==> config.mk <==
export PLATFORM = sky130hd
export DESIGN_NAME = ex_div_unit_flat
export DESIGN_NICKNAME = d
export VERILOG_FILES = /design/src/rtl/ex_div_unit_if.sv /design/src/rtl/ex_div_unit.sv /design/src/flat_wrapper.sv
export SDC_FILE = /design/constraint.sdc
export NUM_CORES = 1
export LEC_CHECK = 0
export CORE_UTILIZATION = 45
export CTS_BUF_LIST = sky130_fd_sc_hd__clkbuf_16
export CTS_CLUSTER_SIZE = 28
export DETAILED_ROUTE_END_ITERATION = 8
export PLACE_DENSITY = 0.62
export SETUP_SLACK_MARGIN = 0.3
export SLEW_MARGIN = 30
export SYNTH_ARGS = -nofsm -noshare
export SYNTH_HDL_FRONTEND = slang
export SYNTH_SLANG_ARGS = --single-unit
==> constraint.sdc <==
create_clock -name clk -period 13.53 [get_ports clk]
set_input_delay 2.706 -clock clk [delete_from_list [all_inputs] [get_ports clk]]
set_output_delay 2.706 -clock clk [all_outputs]
set_load 0.05 [all_outputs]
==> src/rtl/ex_div_unit_if.sv <==
// rtl/ex_div_unit_if.sv - EX-stage divider request/result bundle
interface ex_div_unit_if #(
    parameter int WIDTH = 32
);
    logic             div_en;
    logic             div_signed;
    logic [WIDTH-1:0] opa;
    logic [WIDTH-1:0] opb;
    logic             annul;
    logic             stallreq;
    logic             ready;
    logic [WIDTH-1:0] hi_o;
    logic [WIDTH-1:0] lo_o;
    logic             div_zero;

    modport master (
        output div_en, div_signed, opa, opb, annul,
        input  stallreq, ready, hi_o, lo_o, div_zero
    );

    modport slave (
        input  div_en, div_signed, opa, opb, annul,
        output stallreq, ready, hi_o, lo_o, div_zero
    );
endinterface

==> src/rtl/ex_div_unit.sv <==
// rtl/ex_div_unit.sv - iterative radix-2 restoring DIV/DIVU unit for the EX stage
// Optional DIV_ZERO_FAST_EN: zero divisor completes in one cycle and flags div_zero.
module ex_div_unit #(
    parameter int WIDTH = 32
) (
    input  logic         clk,
    input  logic         rst,
    ex_div_unit_if.slave div
);
    localparam int CW = $clog2(WIDTH);
    localparam logic [CW-1:0] LAST = CW'(WIDTH - 1);

    typedef enum logic [1:0] {IDLE, BUSY, DONE} state_t;

    state_t           state_q, state_d;
    logic [CW-1:0]    cnt_q, cnt_d;
    logic [WIDTH-1:0] rem_q, rem_d;
    logic [WIDTH-1:0] quo_q, quo_d;
    logic [WIDTH-1:0] dvs_q, dvs_d;
    logic             negq_q, negq_d;
    logic             negr_q, negr_d;
    logic [WIDTH-1:0] hi_q, hi_d;
    logic [WIDTH-1:0] lo_q, lo_d;
    logic [WIDTH-1:0] hip_q, hip_d;
    logic [WIDTH-1:0] lop_q, lop_d;

    logic [WIDTH:0]   shifted;
    logic [WIDTH-1:0] diff;
    logic             ge;
    logic [WIDTH-1:0] opa_abs;
    logic [WIDTH-1:0] opb_abs;
    logic             ready;

    assign opa_abs = (div.div_signed && div.opa[WIDTH-1]) ? -div.opa : div.opa;
    assign opb_abs = (div.div_signed && div.opb[WIDTH-1]) ? -div.opb : div.opb;

    // Once ge holds the true difference is below 2^WIDTH, so the low bits suffice.
    assign shifted = {rem_q, quo_q[WIDTH-1]};
    assign ge      = shifted >= {1'b0, dvs_q};
    assign diff    = shifted[WIDTH-1:0] - dvs_q;

`ifdef DIV_ZERO_FAST_EN
    logic dz_q, dz_d;
`endif

    always_comb begin
        state_d = state_q;
        cnt_d   = cnt_q;
        rem_d   = rem_q;
        quo_d   = quo_q;
        dvs_d   = dvs_q;
        negq_d  = negq_q;
        negr_d  = negr_q;
        hi_d    = hi_q;
        lo_d    = lo_q;
        hip_d   = hip_q;
        lop_d   = lop_q;
`ifdef DIV_ZERO_FAST_EN
        dz_d    = dz_q;
`endif
        case (state_q)
            IDLE: begin
                if (div.div_en && !div.annul) begin
                    rem_d   = '0;
                    quo_d   = opa_abs;
                    dvs_d   = opb_abs;
                    negq_d  = div.div_signed & (div.opa[WIDTH-1] ^ div.opb[WIDTH-1]);
                    negr_d  = div.div_signed & div.opa[WIDTH-1];
                    cnt_d   = '0;
                    state_d = BUSY;
`ifdef DIV_ZERO_FAST_EN
                    dz_d    = 1'b0;
                    if (div.opb == '0) begin
                        state_d = DONE;
                        hip_d   = hi_q;
                        lop_d   = lo_q;
                        hi_d    = div.opa;
                        lo_d    = '0;
                        dz_d    = 1'b1;
                    end
`endif
                end
            end
            BUSY: begin
                if (div.annul) begin
                    state_d = IDLE;
                end else begin
                    rem_d = ge ? diff : shifted[WIDTH-1:0];
                    quo_d = {quo_q[WIDTH-2:0], ge};
                    cnt_d = cnt_q + CW'(1);
                    if (cnt_q == LAST) begin
                        state_d = DONE;
                        hip_d   = hi_q;
                        lop_d   = lo_q;
                        hi_d    = negr_q ? -rem_d : rem_d;
                        lo_d    = negq_q ? -quo_d : quo_d;
                    end
                end
            end
            DONE: begin
                state_d = IDLE;
                // A flush in the result cycle must leave HI/LO as they were.
                if (div.annul) begin
                    hi_d = hip_q;
                    lo_d = lop_q;
                end
            end
            default: state_d = IDLE;
        endcase
    end

    always_ff @(posedge clk or negedge rst) begin
        if (!rst) begin
            state_q <= IDLE;
            cnt_q   <= '0;
            rem_q   <= '0;
            quo_q   <= '0;
            dvs_q   <= '0;
            negq_q  <= 1'b0;
            negr_q  <= 1'b0;
            hi_q    <= '0;
            lo_q    <= '0;
            hip_q   <= '0;
            lop_q   <= '0;
`ifdef DIV_ZERO_FAST_EN
            dz_q    <= 1'b0;
`endif
        end else begin
            state_q <= state_d;
            cnt_q   <= cnt_d;
            rem_q   <= rem_d;
            quo_q   <= quo_d;
            dvs_q   <= dvs_d;
            negq_q  <= negq_d;
            negr_q  <= negr_d;
            hi_q    <= hi_d;
            lo_q    <= lo_d;
            hip_q   <= hip_d;
            lop_q   <= lop_d;
`ifdef DIV_ZERO_FAST_EN
            dz_q    <= dz_d;
`endif
        end
    end

    assign ready        = (state_q == DONE) && !div.annul;
    assign div.ready    = ready;
    assign div.stallreq = rst & div.div_en & ~ready;
    assign div.hi_o     = hi_q;
    assign div.lo_o     = lo_q;
`ifdef DIV_ZERO_FAST_EN
    assign div.div_zero = ready & dz_q;
`else
    assign div.div_zero = 1'b0;
`endif
endmodule

==> src/flat_wrapper.sv <==
// flat-port wrapper written by rule: the top's interface ports become plain ports
module ex_div_unit_flat 
#(
    parameter int WIDTH = 32
)
  (clk, rst, div_div_en, div_div_signed, div_opa, div_opb, div_annul, div_stallreq, div_ready, div_hi_o, div_lo_o, div_div_zero);
  ex_div_unit_if #(.WIDTH(WIDTH)) div_i ();
  input  logic clk;
  input  logic rst;
  input wire logic [$bits(div_i.div_en)-1:0] div_div_en;
  input wire logic [$bits(div_i.div_signed)-1:0] div_div_signed;
  input wire logic [$bits(div_i.opa)-1:0] div_opa;
  input wire logic [$bits(div_i.opb)-1:0] div_opb;
  input wire logic [$bits(div_i.annul)-1:0] div_annul;
  output wire logic [$bits(div_i.stallreq)-1:0] div_stallreq;
  output wire logic [$bits(div_i.ready)-1:0] div_ready;
  output wire logic [$bits(div_i.hi_o)-1:0] div_hi_o;
  output wire logic [$bits(div_i.lo_o)-1:0] div_lo_o;
  output wire logic [$bits(div_i.div_zero)-1:0] div_div_zero;
  assign div_i.div_en = div_div_en;
  assign div_i.div_signed = div_div_signed;
  assign div_i.opa = div_opa;
  assign div_i.opb = div_opb;
  assign div_i.annul = div_annul;
  assign div_stallreq = div_i.stallreq;
  assign div_ready = div_i.ready;
  assign div_hi_o = div_i.hi_o;
  assign div_lo_o = div_i.lo_o;
  assign div_div_zero = div_i.div_zero;
  ex_div_unit #(.WIDTH(WIDTH)) u_core (.clk(clk), .rst(rst), .div(div_i));
endmodule
; Word level (Yosys, flattened, before mapping)
; Index checks and enable logic that the tools add are counted.
[classes]
n_addsub = 6
n_lt_le_gt_ge = 1
eq_ne = 8
muxes = 26
bitwise_logic = 7
reduce_logical = 13
[op_table]
columns = operator, count
row1 = $mux 32, 15
row2 = $pmux 32 s2, 4
row3 = $neg 32->32, 4
row4 = $ge 33x32->1, 1
row5 = $sub 32x32->32, 1
row6 = $mux 5, 2
row7 = $pmux 5 s2, 1
row8 = $mux 2, 3
row9 = $reduce_and 3->1, 2
row10 = $add 5x1->5 const B, 1
row11 = $eq 5x5->1 const B, 1
row12 = $and 1x1->1, 4
row13 = $logic_and 1x1->1, 4
row14 = $ne 2x1->1 const B, 2
row15 = $ne 2x2->1 const B, 2
row16 = $pmux 2 s2, 1
row17 = $reduce_and 2->1, 2
row18 = $reduce_and 4->1, 1
row19 = $reduce_bool 2->1, 2
row20 = $ne 3x2->1 const B, 1
row21 = $eq 2x1->1 const B, 1
row22 = $eq 2x2->1 const B, 1
row23 = $logic_not 2->1, 1
row24 = $not 1->1, 2
row25 = 2 further kinds, 2
[totals]
reg_bits = 233
input_bits = 69
output_inout_bits = 67
wordCells = 72

; Longest topological paths before layout
; Gate-level depths: netlist of run 1.
[depth]
depth_word = 7
ltp_mapped = 21
mapped_depth_nobuf = 18

; Worst setup path before layout of run 1
; No wires, ideal clock.
[synth_path]
kind = input -> output
from = input div_annul
to = output div_stallreq
arrival_time_ps = 3845
required_ps = 10824
path_slack_ps = 6979
stages = 2
n_path_buf = 0
cell_sequence = nor2_1 nor2_1
[synth_between]
elab_chain_cells = 4
[synth_rtl]
columns = item, line
row1 = from (decl), flat_wrapper.sv:14  ; input wire logic [$bits(div_i.annul)-1:0] div_annul;
row2 = $logic_not 1->1, ex_div_unit.sv:146  ; assign ready = (state_q == DONE) && !div.annul;
row3 = $logic_and 1x1->1, ex_div_unit.sv:146
row4 = $not 1->1, ex_div_unit.sv:148  ; assign div.stallreq = rst & div.div_en & ~ready;
row5 = $and 1x1->1, ex_div_unit.sv:148
row6 = to (decl), flat_wrapper.sv:15  ; output wire logic [$bits(div_i.stallreq)-1:0] div_stallreq;
; Every way passes these cells.

; Worst setup path after layout of run 1
; Ends and elaborated chain as after synthesis.

==> results of run 1 <==
==> through the flow <==
step	hold slack (ps)	total power, mW	utilization, %
floorplan	438	1.20	-
global placement	449	1.38	51.2
detailed placement	455	1.38	51.3
CTS	471	2.08	53.9
global route	487	2.19	54.0
finish	468	2.08	54.0
==> worst min-delay path, delay by kind of cell (launching register included) <==
kind             cells  cell delay, ps
flip-flops           1             330
AND/OR/NAND/NOR      2             110
==> worst min path at each step <==
stage	end
6_report	u_core.lop_q[31]$_DFFE_PN0P_
5_1_grt	u_core.lop_q[25]$_DFFE_PN0P_
4_1_cts	u_core.hip_q[29]$_DFFE_PN0P_
3_5_place_dp	u_core.hip_q[29]$_DFFE_PN0P_
3_3_place_gp	u_core.hip_q[27]$_DFFE_PN0P_
2_1_floorplan	u_core.hip_q[12]$_DFFE_PN0P_
==> layer usage <==
layer	GRT usage (%)	vias to the layer above	wire length, um
li1	-	6435	-
met1	39.7	6209	21100
met2	35.3	409	16800
met3	2.71	37	2630
met4	4.20	0	530
met5	0	-	0
==> report_power, final <==
| group | switching, mW | internal, mW | leakage [nW] |
|---|---|---|---|
| clock network | 0.297 | 0.399 | 0.416 |
| logic | 0.342 | 0.212 | 4.13 |
| registers | 0.0777 | 0.750 | 3.15 |
==> logic make-up (layout without fill, tap and decap cells) <==
group	after synthesis	in the layout
multiplexers	35	35
AO/OA/AOI/OAI	507	507
adder cells (fa/ha/maj)	39	39
AND/OR/NAND/NOR	672	672
other	1	1
buffers and inverters	158	254
XOR/XNOR	141	141
flip-flops	233	233
==> area by class of cell <==
cell class | count | area [um2] | share of cell area, %
clock inverter | 21 | 154 | 0.896
sequential | 233 | 5830 | 33.9
clock buffer | 27 | 676 | 3.93
timing repair buffer | 149 | 1500 | 8.74
tap | 435 | 544 | 3.17
inverter | 57 | 214 | 1.24
multi-input combinational | 1395 | 8260 | 48.1
==> Yosys cell counts, types with 6 or more instances <==
cell / n
nand2_1: 379
dfrtp_1: 233
o21ai_0: 196
a21oi_1: 119
nor2_1: 118
clkbuf_1: 78
xnor2_1: 74
xor2_1: 67
inv_1: 56
ha_1: 38
a22oi_1: 30
mux2i_1: 30
nor3_1: 28
o31ai_1: 27
or3_1: 19
nand3_1: 18
nor4_1: 17
a31oi_1: 16
nand4_1: 15
o41ai_1: 15
and3_1: 14
a21o_1: 13
a211oi_1: 12
buf_1: 12
o21a_1: 12
o211ai_1: 11
and2_1: 10
or4_1: 10
nand2b_1: 8
nand3b_1: 7
a22o_1: 6
buf_2: 6
o22ai_1: 6
==> registers in the layout, summed over array words and instances, names as in the netlist <==
signal and count:
u_core.div.hi_o 32, u_core.div.lo_o 32, u_core.dvs_q 32, u_core.hip_q 32, u_core.lop_q 32, u_core.quo_q 32
u_core.rem_q 32, u_core.cnt_q 5, u_core.state_q 2, u_core.negq_q 1, u_core.negr_q 1
==> flow_summary.ini, run 1 <==
[status]
outcome = finished clean

[critical_path]
r2r-start = u_core.rem_q[7]$_DFFE_PN0P_
criticalPathCategory = in -> out
cp.depth = 4
worst-path-max-fanout = 5
r2r-end = u_core.div.hi_o[24]$_DFFE_PN0P_
critPathBufInv = 2
cpPeakStageDelay_ps = 840
cp-end-kind = primary output
required_ps = 10820
critPathLaunchType = input pin
crit_arrival_ps = 4660
r2r_slack_ps = 7880
critPathTopFamily = buffers and inverters
crit_slowest_cell = clkdlybuf4s50_1
path_cells = clkdlybuf4s50_1 > nor2_1 > nor2_1 > clkdlybuf4s50_1
critPathCapture = div_stallreq
r2r_cells = 15
startpoint = div_annul

[flow_run]
maxCapViolations = 0

[synthesis]
synthMuxAreaShare_pct = 2.43
yosysWarnings = 0
async_flop_share_pct = 100
yosysTopAreaCell = dfrtp_1
synth-compound-area-share_pct = 21.3
synth-simple-area-share_pct = 20.5
synth_edf_count = 0
yosys.area_share.xor_xnor_pct = 8.42
synth_cell_types = 82
synth_ff_type = dfrtp_1
yosysSeqAreaShare_pct = 39.7
synthTopCellsByArea = dfrtp_1 40%, nand2_1 9.7%, o21ai_0 6.7%
synthAdderAreaFrac_pct = 3.38
synth_top_area_share_pct = 39.7
synth_top_family_by_area = compound AO/OA/AOI/OAI gates
synth_seq_cells = 233
syn_nets = 1894
netlist_area_um2 = 14700
syn_inst = 1786
syn_area_per_cell_um2 = 8.22

[timing]
worst_pin_slew_ps = 965
fmax_mhz = 136
hold_viol_final = 0
setup_ws_ps = 6170
maxSlewViolCount = 0
min_period_ps = 7360
rsz0062_at_grt = no
relSlewSlack_pct = 35.6
setup-violations-final = 0
worst_clock_skew_ps = 13.6
post-route-period-util_pct = 54.4
setup_tns_ps = 0

[global_route]
grt_pass1_wl_um = 66200
grt_pass1_vias = 12078
grt_usage_pct = 24.6
grt_max_degree = 114
grt-ovfl-total = 0
antenna_found_initial = 0

[finish]
n_fill_cell = 2917
fin_nets = 1971
drive_above_1_share_pct = 4.68
area_growth_syn_to_layout_pct = 17.1
layoutNonFillerInstCount = 2317
num_antenna_cells = 0
layout_commonest_cell = nand2_1
fin_area_um2 = 17200
final_cell_mix = 377 x nand2_1, 233 x dfrtp_1, 196 x o21ai_0

[clocking]
cts_resized = 0
post_cts_buffers = 0
clock_sinks = 233
path_clk_slew_ps = 60
clock-root-buffer = clkbuf_16
clk_latency_ps = 540
ctsHoldBuffers = 0
htree_num_levels = 1
cts_tree = yes
cts_buffer_depth = 3
cts_made_buffers = 27

[floorplan]
core_um2 = 31800
row_count = 65
die_w_um = 183
dieHeight_um = 183
start_util_pct = 46.1
die-area_um2 = 33300
num_io_pins = 136

[routing]
ant_nets = 0
drt_iter0_drc = 1258
wl_um = 41100
via_count = 13090
drc = 0
drtPass1Iterations = 7
wl_per_cell_um = 17.7
routed_via_density = 5.65

[hold_path]
hold_start = u_core.lop_q[31]$_DFFE_PN0P_
hold_depth = 2
hold_path_class = reg -> reg

[place]
dp.cells = 2267
dpl-instance-area_um2 = 16300
pre_cts_ws_ps = 6160
place_congestion = 0.888
dp_hpwl_um = 29500
portBuffers = 134

[pwr]
power_density_nw_per_um2 = 121
power_leakage_nw = 7.70
irDropWorstVdd_uv = 82.8
(Power assumes the default switching activity.)
==> run 2, diff against run 1 <==
==> constraint.sdc (replaced) <==
create_clock -name clk -period 6.9 [get_ports clk]
set_input_delay 1.38 -clock clk [delete_from_list [all_inputs] [get_ports clk]]
set_output_delay 1.38 -clock clk [all_outputs]
set_load 0.05 [all_outputs]
==> run 2 against run 1 <==
  * Die area is the same
  * Sequential share of layout area about the same
  * Combinational power grew 97%
  * Power rose by 97%
  * Critical path depth rose by 13
  * First-iteration DRC count down 10%
  * Routed wire length grew 4.6%
  * Critical endpoint is now u_core.div.lo_o[30]$_DFFE_PN0P_
==> flow_summary.ini, run 2 (synthesis results as in run 1) <==
[clocking]
cts_buffer_depth = 3
clk_latency_ps = 550
ctsHoldBuffers = 0
clock-root-buffer = clkbuf_16
clock_sinks = 233
cts_tree = yes
cts_resized = 0
post_cts_buffers = 0
htree_num_levels = 1
cts_made_buffers = 29
path_clk_slew_ps = 60

[critical_path]
criticalPathCategory = reg -> reg
critPathCapture = u_core.div.lo_o[30]$_DFFE_PN0P_
r2r-end = u_core.div.lo_o[30]$_DFFE_PN0P_
r2r_slack_ps = 1510
worst-path-max-fanout = 36
crit_arrival_ps = 5800
required_ps = 7310
cp-end-kind = register
r2r-start = u_core.rem_q[5]$_DFFE_PN0P_
startpoint = u_core.rem_q[5]$_DFFE_PN0P_
r2r_cells = 17
critPathLaunchType = register

[place]
portBuffers = 134
place_congestion = 0.939
dp_hpwl_um = 31200
pre_cts_ws_ps = 1620
dp.cells = 2268

[global_route]
antenna_found_initial = 1
grt_max_degree = 100
grt-ovfl-total = 0
grt_pass1_wl_um = 69300
grt_pass1_vias = 12347
grt_usage_pct = 26.1

[timing]
worst_clock_skew_ps = 11.4
setup_ws_ps = 1510
hold_viol_final = 0
min_period_ps = 5390
setup_tns_ps = 0
post-route-period-util_pct = 78.1
maxSlewViolCount = 0
rsz0062_at_grt = no
whs_ps = 468
setup-violations-final = 0
fmax_mhz = 186
worst_pin_slew_ps = 970
relSlewSlack_pct = 35.2

[status]
outcome = finished clean

[hold_path]
hold_path_class = reg -> reg
hold_start = u_core.lop_q[25]$_DFFE_PN0P_

[finish]
n_fill_cell = 2967
layout_commonest_cell = nand2_1
area_growth_syn_to_layout_pct = 17.0
drive_above_1_share_pct = 4.88
fin_nets = 1972
layoutNonFillerInstCount = 2320
num_antenna_cells = 0
regArea_um2 = 5830
final_cell_mix = 377 x nand2_1, 232 x dfrtp_1, 196 x o21ai_0
multi_input_area_um2 = 8260

[floorplan]
row_count = 65
start_util_pct = 46.1
core_um2 = 31800
num_io_pins = 136
dieHeight_um = 183
die_w_um = 183
die-area_um2 = 33300

[routing]
routed-wl-met3_um = 2790
top_layer = met4
ant_nets = 0
wl_per_cell_um = 18.5
drt_iter0_drc = 1130
wl_met2_um = 17800
via_count = 13331
routed_via_density = 5.75
wl_um = 43000
wl_met1_um = 21800
drtPass1Iterations = 5
drc = 0

[pwr]
power.total_mw = 4.10
irDropWorstVdd_uv = 195
power_density_nw_per_um2 = 239
power_leakage_nw = 7.71

[flow_run]
maxCapViolations = 0
run 2: cell count changes in the layout (fill, tap and decap cells not counted), sizes merged:
cell      delta
clkinv       -1
inv          +3
clkinvlp     +1
bufinv       -1
clkbuf       +2
buf          -1
run 2: routing by layer:
metal | up-vias | track usage [%]
met2 | 427 | 37.2
met3 | 51 | 3.13
li1 | 6435 | -
met4 | 0 | 4.91
met5 | - | 0
met1 | 6418 | 41.8
run 2: cell type report:
class	instances	share of cell area, %
Inverter	57	1.25
Timing Repair Buffer	148	8.47
Clock buffer	29	4.23
Sequential cell	233	34.0
Multi-Input combinational cell	1395	48.1
Tap cell	435	3.17
Clock inverter	23	0.801
run 2: worst min-delay path by stage:
| stage | end | depth (start not counted) |
|---|---|---|
| final | u_core.lop_q[25]$_DFFE_PN0P_ | 2 |
| after global placement | u_core.hip_q[20]$_DFFE_PN0P_ | 2 |
| after detailed placement | u_core.lop_q[31]$_DFFE_PN0P_ | 2 |
| after floorplan | u_core.hip_q[12]$_DFFE_PN0P_ | 2 |
| after CTS | u_core.lop_q[31]$_DFFE_PN0P_ | 2 |
| after global routing | u_core.lop_q[29]$_DFFE_PN0P_ | 2 |
run 2: metrics by stage:
stage	cell area (um2)	util [%]
CTS	17200	54.0
detailed placement	16300	51.3
finish	17200	54.0
global route	17200	54.0
global placement	16300	51.3
floorplan	14700	-
run 2: worst max-delay path, stage by stage, from the launching register on:
cell      delay, ps
dfrtp_1         430
ha_1            450
a21oi_2         300
o221ai_1        210
nand3_1         220
nand4b_1        300
a21boi_4        600
nor2_8          230
inv_2           600
ha_1            340
nand3_1         140
or3_1           470
o21a_1          240
o31ai_1         270
xor2_1          170
nor2_1           50
a21oi_1         130
o21ai_0         100
run 2: where the power goes:
part / internal [mW] / total [mW] / switching, mW
clock network: 0.794 / 1.38 / 0.589
logic: 0.412 / 1.09 / 0.674
registers: 1.47 / 1.63 / 0.160
